[src/rtl/regfile_param_if.sv]
// Register-file bus: two asynchronous read ports, one write port, and the clear-sweep handshake.
// The master drives addresses, write data and requests. The slave returns read data and sweep status.
interface regfile_param_if #(
  parameter int DATA_W = 32,
  parameter int ADDR_W = 5
);
  logic [ADDR_W-1:0] ReadAddr1;
  logic [ADDR_W-1:0] ReadAddr2;
  logic [DATA_W-1:0] ReadData1;
  logic [DATA_W-1:0] ReadData2;
  logic [ADDR_W-1:0] WriteAddr;
  logic [DATA_W-1:0] WriteData;
  logic              RegWrite;
  logic              Clear;
  logic              Busy;
  logic              ClearDone;

  modport master (
    output ReadAddr1, ReadAddr2, WriteAddr, WriteData, RegWrite, Clear,
    input  ReadData1, ReadData2, Busy, ClearDone
  );

  modport slave (
    input  ReadAddr1, ReadAddr2, WriteAddr, WriteData, RegWrite, Clear,
    output ReadData1, ReadData2, Busy, ClearDone
  );
endinterface

[src/rtl/regfile_param.sv]
// Parameterised 2R1W register file with optional hardwired zero register and write-to-read bypass.
// A Clear request starts a one-register-per-cycle sweep that zeroes the whole array.
module regfile_param #(
  parameter int DATA_W   = 32,
  parameter int ADDR_W   = 5,
  parameter int ZERO_REG = 1,
  parameter int BYPASS   = 1
) (
  input logic             Clock,
  input logic             Reset_n,
  regfile_param_if.slave  bus
);
  localparam int                NREGS = 1 << ADDR_W;
  localparam logic [ADDR_W-1:0] LAST  = ADDR_W'(NREGS - 1);

  typedef enum logic {IDLE, SWEEP} state_t;

  state_t            state_q;
  logic [ADDR_W-1:0] cnt_q;
  logic              done_q;
  logic [DATA_W-1:0] regs_q [NREGS];

  logic              wr_en;
  logic              bypass_en;
  logic [ADDR_W-1:0] raddr [2];
  logic [DATA_W-1:0] rdata [2];

  assign wr_en     = (state_q == IDLE) && bus.RegWrite &&
                     !((ZERO_REG != 0) && (bus.WriteAddr == '0));
  assign bypass_en = (BYPASS != 0) && (state_q == IDLE) && bus.RegWrite;

  assign raddr[0] = bus.ReadAddr1;
  assign raddr[1] = bus.ReadAddr2;

  // NOTE: every variable assigned in always_comb receives a value on every path, so no latch is inferred.
  always_comb begin
    for (int p = 0; p < 2; p++) begin
      rdata[p] = regs_q[raddr[p]];
      if (bypass_en && (bus.WriteAddr == raddr[p])) rdata[p] = bus.WriteData;
      // The zero register wins over bypass, so a dropped write never appears on a read port.
      if ((ZERO_REG != 0) && (raddr[p] == '0)) rdata[p] = '0;
    end
  end

  assign bus.ReadData1 = rdata[0];
  assign bus.ReadData2 = rdata[1];
  assign bus.Busy      = (state_q == SWEEP);
  assign bus.ClearDone = done_q;

  // NOTE: the storage array is reset here on purpose. Reset must zero every register immediately,
  // so the array cannot be mapped onto a RAM macro.
  // NOTE: all state in this block uses non-blocking assignments, so every update sees pre-edge values.
  always_ff @(posedge Clock or negedge Reset_n) begin
    if (!Reset_n) begin
      state_q <= IDLE;
      cnt_q   <= '0;
      done_q  <= 1'b0;
      for (int i = 0; i < NREGS; i++) regs_q[i] <= '0;
    end else begin
      done_q <= 1'b0;
      unique case (state_q)
        IDLE: begin
          // The write on the edge that accepts Clear still lands. The sweep overwrites it later.
          if (wr_en) regs_q[bus.WriteAddr] <= bus.WriteData;
          if (bus.Clear) begin
            state_q <= SWEEP;
            cnt_q   <= '0;
          end
        end
        SWEEP: begin
          regs_q[cnt_q] <= '0;
          cnt_q         <= cnt_q + 1'b1;
          if (cnt_q == LAST) begin
            state_q <= IDLE;
            done_q  <= 1'b1;
          end
        end
        default: state_q <= IDLE;
      endcase
    end
  end
endmodule

[src/flat_wrapper.sv]
// flat-port wrapper written by rule: the top's interface ports become plain ports
module regfile_param_flat 
#(
  parameter int DATA_W   = 32,
  parameter int ADDR_W   = 5,
  parameter int ZERO_REG = 1,
  parameter int BYPASS   = 1
)
  (Clock, Reset_n, bus_ReadAddr1, bus_ReadAddr2, bus_WriteAddr, bus_WriteData, bus_RegWrite, bus_Clear, bus_ReadData1, bus_ReadData2, bus_Busy, bus_ClearDone);
  regfile_param_if #(.DATA_W(DATA_W), .ADDR_W(ADDR_W)) bus_i ();
  input logic Clock;
  input logic Reset_n;
  input wire logic [$bits(bus_i.ReadAddr1)-1:0] bus_ReadAddr1;
  input wire logic [$bits(bus_i.ReadAddr2)-1:0] bus_ReadAddr2;
  input wire logic [$bits(bus_i.WriteAddr)-1:0] bus_WriteAddr;
  input wire logic [$bits(bus_i.WriteData)-1:0] bus_WriteData;
  input wire logic [$bits(bus_i.RegWrite)-1:0] bus_RegWrite;
  input wire logic [$bits(bus_i.Clear)-1:0] bus_Clear;
  output wire logic [$bits(bus_i.ReadData1)-1:0] bus_ReadData1;
  output wire logic [$bits(bus_i.ReadData2)-1:0] bus_ReadData2;
  output wire logic [$bits(bus_i.Busy)-1:0] bus_Busy;
  output wire logic [$bits(bus_i.ClearDone)-1:0] bus_ClearDone;
  assign bus_i.ReadAddr1 = bus_ReadAddr1;
  assign bus_i.ReadAddr2 = bus_ReadAddr2;
  assign bus_i.WriteAddr = bus_WriteAddr;
  assign bus_i.WriteData = bus_WriteData;
  assign bus_i.RegWrite = bus_RegWrite;
  assign bus_i.Clear = bus_Clear;
  assign bus_ReadData1 = bus_i.ReadData1;
  assign bus_ReadData2 = bus_i.ReadData2;
  assign bus_Busy = bus_i.Busy;
  assign bus_ClearDone = bus_i.ClearDone;
  regfile_param #(.DATA_W(DATA_W), .ADDR_W(ADDR_W), .ZERO_REG(ZERO_REG), .BYPASS(BYPASS)) u_core (.Clock(Clock), .Reset_n(Reset_n), .bus(bus_i));
endmodule
[config.mk]
export PLATFORM = sky130hd
export DESIGN_NAME = regfile_param_flat
export DESIGN_NICKNAME = d
export VERILOG_FILES = /design/src/rtl/regfile_param_if.sv /design/src/rtl/regfile_param.sv /design/src/flat_wrapper.sv
export SDC_FILE = /design/constraint.sdc
export NUM_CORES = 2
export LEC_CHECK = 0
export BUFFER_PORTS_ARGS = -buffer_cell sky130_fd_sc_hd__buf_4
export CAP_MARGIN = 5
export CORE_MARGIN = 3
export CORE_UTILIZATION = 30
export CTS_BUF_LIST = sky130_fd_sc_hd__clkbuf_4 sky130_fd_sc_hd__clkbuf_8 sky130_fd_sc_hd__clkbuf_16
export DETAILED_ROUTE_END_ITERATION = 8
export GPL_TIMING_DRIVEN = 0
export PLACE_DENSITY_LB_ADDON = 0.25
export SLEW_MARGIN = 20
export SYNTH_ARGS = -nofsm -noshare
export SYNTH_HDL_FRONTEND = slang
export SYNTH_SLANG_ARGS = --single-unit
export TNS_END_PERCENT = 30
[constraint.sdc]
create_clock -name Clock -period 2.65 [get_ports Clock]
set_input_delay 0.53 -clock Clock [delete_from_list [all_inputs] [get_ports Clock]]
set_output_delay 0.53 -clock Clock [all_outputs]
set_load 0.005 [all_outputs]
==> summary.md <==
| Metric | Value |
|---|---|
| PnR Total Power | `around 49000 uW` |
| Synth Area in XOR/XNOR | `0.00193` |
| Slew margin rel. | `0.189` |
| Pwr Density | `around 680 nW/um^2` |
| DRT Pass-1 Iters | `7` |
| Final WS setup | `-900 ps` |
| Num Clock Sinks | `1031` |
| Cell family with most CP delay | `simple AND/OR/NAND/NOR gates` |
| Final Setup Violations | `between 600 and 700` |
| Dominant cells by area after synthesis | `dfrtp_1 47%, a22o_1 16%, mux4_2 15%` |
| Largest family of logic cells by synthesized area | `compound AO/OA/AOI/OAI gates` |
| Area leader, netlist | `dfrtp_1` |
| Failing checks | `hold timing, setup timing` |
| Post-synth EDFFs | `0` |
| Slew Limit Fails | `0` |
| Synthesis warning total | `0` |
| Crit-path cells | `nand2b_4, nor4_2, buf_4, nor3_1, nor2_2, buf_4` |
| Cts hold-fix bufs | `1` |
| Global-route wire length before repair | `between 400 and 500 mm` |
| Clock-pin slew on the worst setup and hold paths | `~60 ps` |
| Routed Antenna Nets | `0` |
| Critical path class | `reg2out` |
| Final Hold Violating Endpoints | `just over 100` |
| Routability Congestion | `around 1.1` |
| CP Max Fanout | `5` |
| Number of vias per cell | `between 7 and 8` |
| Gr usage total | `0.407` |
| Final core occ | `0.406` |
| Root Driver | `clkbuf_16` |
| Mux cell area share after synthesis | `0.212` |
| Layout area overhead | `33.7%` |
| Status | `finished with violations` |
| Adder-Cell Fraction of Synth Area | `0.00115` |
| Die area | `between 150000 and 200000 um^2` |
| Clk buf depth | `3` |
| Slowest stage delay, CP | `roughly 590 ps` |
| Drt first-iter violations | `around 9500` |
| Async S/R FF share, synth | `1.00` |
| Layout Cells excl Fill | `7300` |
| Buf/Inv on CP | `2` |
| Crit path time final | `between 3000 and 4000 ps` |
| Synth Area in Compound Gates | `0.225` |
| CP Data Arrival Time | `a little over 3000 ps` |
| Peak VDD IR | `about 0.57 mV` |
| Count of different cell masters after synthesis | `about 70` |
| CTS Buf Count | `120` |
| Synth Area in Simple Gates | `0.0384` |
| # rows | `approximately 160` |
| Maxcap violations | `0` |
| CTS tree | `yes` |
| FMAX | `between 200 and 300 MHz` |
| Worst-Margin Slew | `~1200 ps` |
| WL final | `395 mm` |
| DRC violations left | `0` |
| Die Width | `around 430 um` |
| Final Hold Slack | `-369 ps` |
| Post-DP HPWL | `approximately 260 mm` |
| Setup repair after global routing missed its margin | `yes` |
| Most used DFF post-synth | `dfrtp_1` |
| Crit share post-route | `1.34` |
| Worst path most repeated cell | `buf_4` |
| GRT Residual Overflow | `0` |
| Largest net degree at the start of global routing | `140` |
| Crit start category | `register` |
| Slowest CP cell | `nor4_2` |
| Sequential share of the synthesized area | `0.473` |
| Post-Syn Area | `roughly 54000 um^2` |
| Vias | `approximately 54000` |
| Leak Pwr | `0.0316 uW` |
| Final #Nets | `a little under 5000` |
| Ports | `between 100 and 150` |
| Wire per inst | `about 54 um` |
| Syn Nets | `4290` |
| Syn Inst Count | `between 4000 and 5000` |
| Synthesis-stage register bit count | `1031` |
| Syn_area_per_cell | `between 10 and 15 um^2` |
| Layout Skew | `30.4 ps` |
| PortBufs | `77` |
| Vias in the first global route | `roughly 49000` |
| Share of cells above drive strength 1 | `0.364` |
| Initial Utilization | `0.303` |
| Synth top area share | `0.473` |
| Core ar. | `around 180000 um^2` |
| CP required | `roughly 2100 ps` |
| Max H-tree Level | `3` |
| Hold WC Path Type | `in2async` |
| CP endpoint kind | `output pin` |
| Clock latency at the later pin of the worst-skew pair | `830 ps` |
| Setup TNS | `-171200 ps` |
| Initial antenna violation count | `46` |
| Die height | `around 430 um` |
| DP Cell Count | `6721` |
==> power breakdown <==
group	leakage (uW)	switching, uW	total [uW]	internal, uW
registers	0.0143	1440	18600	17200
clock network	0.00209	7760	18200	10500
logic	0.0152	8020	12500	4510
total	0.0316	17200	49300	32100
==> registers in the layout, summed over array words and instances, names as in the netlist <==
| register | cells |
|---|---|
| u_core.regs_q | 1024 |
| u_core.bus.Busy | 1 |
| u_core.cnt_q | 5 |
| u_core.bus.ClearDone | 1 |
==> routing by layer <==
layer,vias up,part of all wire,global-route usage
met2,5792,0.39,0.535
met1,27700,0.34,0.466
met3,1936,0.16,0.224
li1,18200,-,-
met5,-,0.0027,0.0193
met4,42,0.12,0.362
==> synthesized netlist by cell type, drive strengths merged (11+ instances only) <==
| cell type | count |
|---|---|
| dfrtp | 1031 |
| a22o | 1004 |
| mux4 | 354 |
| clkbuf | 353 |
| mux2i | 341 |
| buf | 192 |
| nand2 | 113 |
| a21oi | 104 |
| a22oi | 83 |
| o21ai | 81 |
| nor2 | 71 |
| o22ai | 59 |
| a221oi | 57 |
| and2 | 45 |
| nor3 | 44 |
| nor2b | 41 |
| a211oi | 39 |
| a221o | 20 |
| nand3 | 19 |
| a31oi | 18 |
| nand2b | 16 |
| nor3b | 16 |
| mux2 | 15 |
| inv | 13 |
| o211ai | 11 |
==> repair_timing <==
item,4_1_cts,5_1_grt
endpoints found under the hold margin,106,102
pin swaps,82,129
cloned,2,12
setup endpoints to repair,1070,976
setup buffers,147,170
gates resized for setup,945,389
==> cell usage in the layout (no fill, tap or decap), types with 40 or more instances in the layout <==
master	count
diode_2	49
and2_1	40
buf_12	109
nand2_1	68
mux2i_1	291
clkbuf_1	215
clkbuf_16	134
a21oi_1	41
a22o_1	1004
dfrtp_1	1027
clkbuf_2	67
a22oi_1	61
buf_4	269
buf_6	82
clkbuf_8	51
mux4_2	354
buf_8	40
buf_16	98
clkbuf_4	48
==> path summary, 6_finish.rpt <==
path | from | end | slack (ps) | depth (start not counted)
min in group Clock | bus_WriteData[2] | u_core.regs_q[66]$_DFFE_PN0P_ | 90 | 2
setup reg to reg | u_core.bus.Busy$_DFF_PN0_ | u_core.regs_q[340]$_DFFE_PN0P_ | -700 | 8
max in group asynchronous | Reset_n | u_core.regs_q[957]$_DFFE_PN0P_ | 180 | 5
hold reg to reg | u_core.regs_q[261]$_DFFE_PN0P_ | u_core.regs_q[261]$_DFFE_PN0P_ | 520 | 1
setup / recovery | u_core.bus.Busy$_DFF_PN0_ | bus_ReadData2[25] | -900 | 6
hold / removal | Reset_n | u_core.regs_q[433]$_DFFE_PN0P_ | -370 | 1
==> cell type report <==
class / count / area [um^2]
inverter: 13 / 56.3
clock inverter: 43 / 532
tap: 2355 / 2950
antenna: 49 / 123
buffer: 525 / 4940
multi-input combinational: 2645 / 29200
clock buffer: 177 / 3620
fill: 16800 / 107000
timing repair buffer: 462 / 5650
sequential: 1031 / 25800
==> stage by stage <==
step                area, um^2  hold slack, ps  setup slack [ps]
floorplan                54500             234             -13.6
detailed placement       59500             494             -3060
CTS                      69400            -314              -813
global route             72800            -307              -774
global placement         58000             486            -12130
finish                   72900            -369              -900
==> cells by family (layout without fill, tap and decap cells) <==
family,after synthesis,count (layout)
compound gates,1516,1516
other cells,0,49
simple gates,402,402
flops,1031,1031
xor+xnor,12,12
fa+ha+maj,5,5
mux,710,710
buf+inv,558,1220
Power figures use the tool's default switching activity.
